===== config.mk =====
export PLATFORM = sky130hd
export DESIGN_NAME = aig_tt_eval
export DESIGN_NICKNAME = d
export VERILOG_FILES = /design/src/rtl/aig_tt_eval.sv
export SDC_FILE = /design/constraint.sdc
export NUM_CORES = 1
export LEC_CHECK = 0
export ABC_AREA = 0
export CAP_MARGIN = 0
export CORE_ASPECT_RATIO = 1.75
export CORE_MARGIN = 3
export CORE_UTILIZATION = 35
export DETAILED_ROUTE_END_ITERATION = 16
export PLACE_DENSITY = 0.48
export SLEW_MARGIN = 10
export SYNTH_ARGS = -nofsm -noshare
export SYNTH_HDL_FRONTEND = slang
export SYNTH_SLANG_ARGS = --single-unit

===== constraint.sdc =====
create_clock -name clk -period 4.9 [get_ports clk]
set_input_delay 0.98 -clock clk [delete_from_list [all_inputs] [get_ports clk]]
set_output_delay 0.98 -clock clk [all_outputs]
set_load 0.005 [all_outputs]

===== src/rtl/aig_tt_eval.sv =====
// Streaming 4-input AIG evaluator: takes one AND node per beat, builds each
// node's 16-bit truth table and returns the output literal's truth table.
`timescale 1ns/1ps
module aig_tt_eval #(
  parameter int unsigned MAX_NODES = 16,
  parameter int unsigned IDX_W     = 5
) (
  input  logic             clk,
  input  logic             rst_n,
  input  logic             in_valid,
  output logic             in_ready,
  input  logic [IDX_W-1:0] in_a_idx,
  input  logic             in_a_inv,
  input  logic [IDX_W-1:0] in_b_idx,
  input  logic             in_b_inv,
  input  logic             in_last,
  input  logic [IDX_W-1:0] in_out_idx,
  input  logic             in_out_inv,
  output logic             out_valid,
  input  logic             out_ready,
  output logic [15:0]      out_tt,
  output logic [IDX_W-1:0] out_nodes,
  output logic             out_err
);

  typedef enum logic {S_LOAD, S_RESULT} state_e;

  state_e           state_q;
  logic [IDX_W-1:0] k_q;
  logic             err_q;
  logic             in_ready_q;
  logic             out_valid_q;
  logic [15:0]      out_tt_q;
  logic [IDX_W-1:0] out_nodes_q;
  logic             out_err_q;
  logic [15:0]      mem_q [MAX_NODES];

  logic [IDX_W:0]   lim;
  logic [15:0]      a_raw, b_raw, o_raw, node_tt, res_tt;
  logic             a_ok, b_ok, o_ok, o_self, full;
  logic             beat_err, fin_err, accept, mem_we;

  // Constant 0 and primary inputs; node indices resolve from storage below.
  function automatic logic [15:0] input_tt(input logic [IDX_W-1:0] idx);
    logic [15:0] r;
    r = '0;
    if (idx == IDX_W'(1)) r = 16'hAAAA;
    if (idx == IDX_W'(2)) r = 16'hCCCC;
    if (idx == IDX_W'(3)) r = 16'hF0F0;
    if (idx == IDX_W'(4)) r = 16'hFF00;
    return r;
  endfunction

  always_comb begin
    lim   = {1'b0, k_q} + (IDX_W+1)'(5);
    a_raw = input_tt(in_a_idx);
    b_raw = input_tt(in_b_idx);
    o_raw = input_tt(in_out_idx);
    for (int unsigned j = 0; j < MAX_NODES; j++) begin
      if (in_a_idx   == IDX_W'(j + 5)) a_raw = mem_q[j];
      if (in_b_idx   == IDX_W'(j + 5)) b_raw = mem_q[j];
      if (in_out_idx == IDX_W'(j + 5)) o_raw = mem_q[j];
    end
    a_ok    = {1'b0, in_a_idx} < lim;
    b_ok    = {1'b0, in_b_idx} < lim;
    node_tt = (a_ok && b_ok) ? ((a_raw ^ {16{in_a_inv}}) & (b_raw ^ {16{in_b_inv}})) : '0;
    full    = (k_q == IDX_W'(MAX_NODES));
    // The output may name the node being accepted this cycle, which is not in storage yet.
    o_self   = ({1'b0, in_out_idx} == lim);
    o_ok     = ({1'b0, in_out_idx} <= lim);
    res_tt   = (o_self ? node_tt : o_raw) ^ {16{in_out_inv}};
    beat_err = full | ~a_ok | ~b_ok;
    fin_err  = err_q | beat_err | ~o_ok;
    accept   = in_valid & in_ready_q;
    mem_we   = accept & ~full;
  end

  always_ff @(posedge clk) begin
    for (int unsigned j = 0; j < MAX_NODES; j++) begin
      if (mem_we && k_q == IDX_W'(j)) mem_q[j] <= node_tt;
    end
  end

  always_ff @(posedge clk) begin
    if (!rst_n) begin
      state_q     <= S_LOAD;
      k_q         <= '0;
      err_q       <= 1'b0;
      in_ready_q  <= 1'b1;
      out_valid_q <= 1'b0;
      out_tt_q    <= '0;
      out_nodes_q <= '0;
      out_err_q   <= 1'b0;
    end else begin
      case (state_q)
        S_LOAD: begin
          if (accept) begin
            if (!full) k_q <= k_q + 1'b1;
            err_q <= err_q | beat_err;
            if (in_last) begin
              state_q     <= S_RESULT;
              in_ready_q  <= 1'b0;
              out_valid_q <= 1'b1;
              out_err_q   <= fin_err;
              out_tt_q    <= fin_err ? '0 : res_tt;
              out_nodes_q <= full ? k_q : k_q + 1'b1;
            end
          end
        end
        S_RESULT: begin
          if (out_ready) begin
            state_q     <= S_LOAD;
            k_q         <= '0;
            err_q       <= 1'b0;
            in_ready_q  <= 1'b1;
            out_valid_q <= 1'b0;
          end
        end
        default: state_q <= S_LOAD;
      endcase
    end
  end

  assign in_ready  = in_ready_q;
  assign out_valid = out_valid_q;
  assign out_tt    = out_tt_q;
  assign out_nodes = out_nodes_q;
  assign out_err   = out_err_q;

endmodule


==> out/summary.md <==
The flow ran to the end, and the final reports show no timing, DRC or antenna violations. Entering global routing, the biggest net connects 33 pins. After detailed routing, the number of vias per cell comes to 7.09.

The run gives 47 as the count of boundary I/O pins. The detailed router finished its first iteration with 3,140 violations. The number of nets in the synthesized netlist is 1,869, and the overall die height is 306 µm. Wires add up to 114 mm. Count of flip-flops with a built-in enable after synthesis: 256. The first global-routing pass estimated 156 mm of wire. The number of nets in the final layout is 2,079. In the finished design, the share of the clock period the worst path needs comes to 86.5%.

For the pin with the worst max-slew slack, the measured transition is 1.11 ns. The filler cell count in the final layout is 5,030. The number of failing hold endpoints at the final stage was 0; the top achievable clock speed was 0.236 GHz. The slowest stage of the critical path belongs to the cell sky130_fd_sc_hd__clkdlybuf4s50_1. The critical path data required time is 5.33 ns, and the area added between synthesis and finish is 22.8%.

The total of endpoints with negative setup slack in the final report is 0, and the share of post-route cells with drive strength above 1 is 18.4%. On the final layout, the worst hold slack is 0.446 ns. The core footprint was 50,700 µm². After clock tree synthesis, the setup repair step added 0 buffers.

The final weighted congestion in routability-driven placement came out at 1.06. The worst-case IR drop observed on VDD is 0.000273 V. The hold-critical path depth is 2, and the number of buffers created by CTS is 34. The logs give 26.1% for the tightest slew margin relative to the limit and 0.00787 µW for the leakage power figure. The startpoint identified for the worst hold timing path is out_tt[9]. Startpoint class of the critical path: an input port. The run gives 109 as the row count.

The quantity of gates resized following cts was 0. The die covers 54,300 µm². In the routed design, unresolved DRC markers number 0. For the area of combinational cells with multiple inputs, the log shows 9000 µm². The tool flagged a number of max-cap violations equal to 0. The average instance in the mapped netlist occupies 9.85 µm². Setup repair after global routing left no endpoint under its margin. The via count of the first global-routing pass was 18,700.

The level count of the clock H-tree is 2, and the area taken by flip-flops and latches is 8310 µm². The area of the mapped netlist is 18,000 µm². Post-synthesis async set-or-reset flop share: 0%. The peak fanout along the critical path was 25.

Grouping stages by cell kind, the critical path spends the most delay in buffers and inverters. The placed instance count is 2,668, and the final routed wire length divided by cell count is 41.7 µm. The total overflow left after global routing is 0. Counting distinct cell types in the post-synthesis netlist gives 98.

In this run the critical register-to-register path is captured at out_tt[2]. The startpoint identified for the worst register-to-register timing path is k_q[0]. In this run, post-CTS hold repair placed 0 buffers. For the initial antenna violation count, the log shows 8. For the clock latency reported for the late side of the worst-skew pair, the log shows 0.56 ns. The register area share after synthesis was 46.1%; the total buffers and inverters traversed by the critical path was 3. The instance count of the mapped netlist was 1,828; the worst-case reg-to-reg path depth was 12.

The critical path goes through clkdlybuf4s50_1, buf_12, nand2b_1, or3_1, nand2_1, buf_4, a2111oi_0, a21oi_1, a31oi_1, xnor2_1, o21ai_0. Once placement finished, the instance area stood at 20,900 µm². The setup check on the worst reg-to-reg path leaves a slack of 0.79 ns. The power density of the placed cells is 294 nW/µm². TritonCTS built the clock tree. The initial utilization of the core area, before any placement, comes to 35.5%. For this run, the detailed router's first-pass iteration total came to 7.

Setup total negative slack: 0 ns. Input and output buffers added on the ports amount to 46. Clock tree skew after final layout: 0.0294 ns.

The worst hold path belongs to the class reg2reg. The post-route cell area is 22,100 µm², and the time the final worst path needs with I/O delays and setup is 4.24 ns. The type of destination of the critical path is a flip-flop.

The clock transition at the registers of the reported paths was 0.05 ns; the data arrival time of the worst path was 4.67 ns. The largest single stage delay on the critical path is 0.72 ns. The path with the worst hold slack has its endpoint at out_tt[9]. CTS placed an instance of sky130_fd_sc_hd__clkbuf_16 at the clock tree root. Count of final max-slew check failures: 0.

The floorplan step set the die width to 177 µm. The finished layout holds 2,735 standard cells, fillers aside. CTS saw 287 sinks.

Counting along the longest clock path gives a buffer depth of 3. In this run, synthesis produced a sequential element count of 287. Once detail routing completed, the nets flagged for antenna violations numbered 0. The worst setup path is of the in2reg kind.

The number of vias in the routed layout is 19,400, and the detailed placer's ending HPWL is 87.8 mm. The total global-route track usage was 41.3%. The primary flip-flop cell chosen by synthesis mapping is sky130_fd_sc_hd__edfxtp_1. During synthesis, Yosys emitted a total of 0 warnings.
## final cells by class
type	instances	share of cell area, %
Inverter	33	0.560
Clock buffer	42	4.13
Timing Repair Buffer	309	12.1
Multi-Input combinational cell	1373	40.7
Sequential cell	287	37.6
Antenna cell	6	0.0679
Clock inverter	19	1.05
Tap cell	666	3.77
## state kept, by name, summed over array words and instances, names as in the netlist
register	cells
out_err	1
k_q	5
out_valid	1
out_tt	16
err_q	1
state_q	1
out_nodes	5
mem_q	256
in_ready	1
## cells by family (layout without fill, tap and decap cells)
kind of cell / after synthesis / after routing / synth area share (%)
AND/OR/NAND/NOR: 679 / 679 / 20.6
AO/OA/AOI/OAI: 626 / 626 / 25.2
flip-flops: 287 / 287 / 46.1
buffers and inverters: 168 / 403 / 4.19
XOR/XNOR: 31 / 31 / 1.51
multiplexers: 19 / 19 / 1.07
adder cells (fa/ha/maj): 18 / 18 / 1.25
other: 0 / 6 / 0
## Yosys cell counts, drive strengths merged (10+ instances only)
| master | instances | area, µm² |
|---|---|---|
| or2 | 10 | 62.6 |
| inv | 31 | 116 |
| a211oi | 25 | 193 |
| a221oi | 34 | 298 |
| and3 | 45 | 282 |
| o211ai | 21 | 158 |
| a2111oi | 17 | 181 |
| nand3 | 78 | 395 |
| nor3b | 17 | 143 |
| nand4 | 28 | 175 |
| a222oi | 14 | 140 |
| and3b | 15 | 131 |
| nor2b | 38 | 238 |
| a22o | 20 | 175 |
| a31oi | 19 | 119 |
| nand2b | 28 | 175 |
| a21oi | 98 | 494 |
| o22ai | 41 | 257 |
| ha | 18 | 225 |
| o21ai | 92 | 460 |
| nand3b | 16 | 120 |
| xnor2 | 26 | 228 |
| or3 | 11 | 68.8 |
| buf | 66 | 370 |
| o221ai | 20 | 175 |
| clkbuf | 69 | 260 |
| nor2 | 116 | 443 |
| a22oi | 96 | 721 |
| nand2 | 138 | 518 |
| nor4 | 13 | 87.6 |
| mux2i | 17 | 170 |
| edfxtp | 256 | 7690 |
| nor3 | 56 | 317 |
| and2 | 36 | 228 |
| dfxtp | 31 | 621 |
| a221o | 18 | 180 |
## stage by stage
stage	power [µW]	utilization [%]	setup WS, ns
5_1_grt	6640	43.5	0.531
2_1_floorplan	3240	-	1.12
3_5_place_dp	3760	41.3	0.314
3_3_place_gp	3760	41.3	0.292
4_1_cts	6450	43.5	0.717
6_report	6490	43.6	0.660
## worst max-delay path by stage
stage                              from         end  depth (start not counted)
after floorplan             in_b_idx[2]   out_tt[1]                         10
after CTS                        k_q[0]  out_tt[12]                         13
after global placement    in_out_idx[1]  out_tt[14]                         11
final                     in_out_idx[1]  out_tt[14]                         11
after detailed placement  in_out_idx[1]  out_tt[14]                         11
after global routing             k_q[0]  out_tt[12]                         13
## metal layers
metal	GRT usage, %	part of all wire, %	vias to the layer above
met1	48.9	36	9554
met5	0	0.075	-
met3	10.9	9.9	532
met2	63.6	44	1577
li1	-	-	7718
met4	31.4	9.9	12
## where the power goes
group          total, µW  switching [µW]  internal (µW)
clock network       2730            1130           1590
logic               1050             690            355
registers           2720            33.5           2680
## layout by cell type (no fill, tap or decap), types with 24 or more instances in the layout
cell type	count
sky130_fd_sc_hd__dfxtp_1	31
sky130_fd_sc_hd__clkbuf_16	35
sky130_fd_sc_hd__edfxtp_1	256
sky130_fd_sc_hd__nor3_1	44
sky130_fd_sc_hd__nand4_1	28
sky130_fd_sc_hd__and3_1	45
sky130_fd_sc_hd__inv_1	30
sky130_fd_sc_hd__a22oi_1	96
sky130_fd_sc_hd__a21oi_1	97
sky130_fd_sc_hd__nand2_1	138
sky130_fd_sc_hd__clkdlybuf4s50_1	39
sky130_fd_sc_hd__nor2b_1	38
sky130_fd_sc_hd__nor2_1	112
sky130_fd_sc_hd__a211oi_1	24
sky130_fd_sc_hd__nand3_1	77
sky130_fd_sc_hd__xnor2_1	26
sky130_fd_sc_hd__buf_4	241
sky130_fd_sc_hd__o22ai_1	41
sky130_fd_sc_hd__a221oi_1	34
sky130_fd_sc_hd__and2_1	34
sky130_fd_sc_hd__o21ai_0	86
sky130_fd_sc_hd__nand2b_1	28
## worst min-delay path, stage by stage, from the launching register on
cell and delay [ns]:
sky130_fd_sc_hd__dfxtp_1 0.31, sky130_fd_sc_hd__nand2_1 0.05, sky130_fd_sc_hd__nand2_1 0.04
Power figures use the tool's default switching activity.
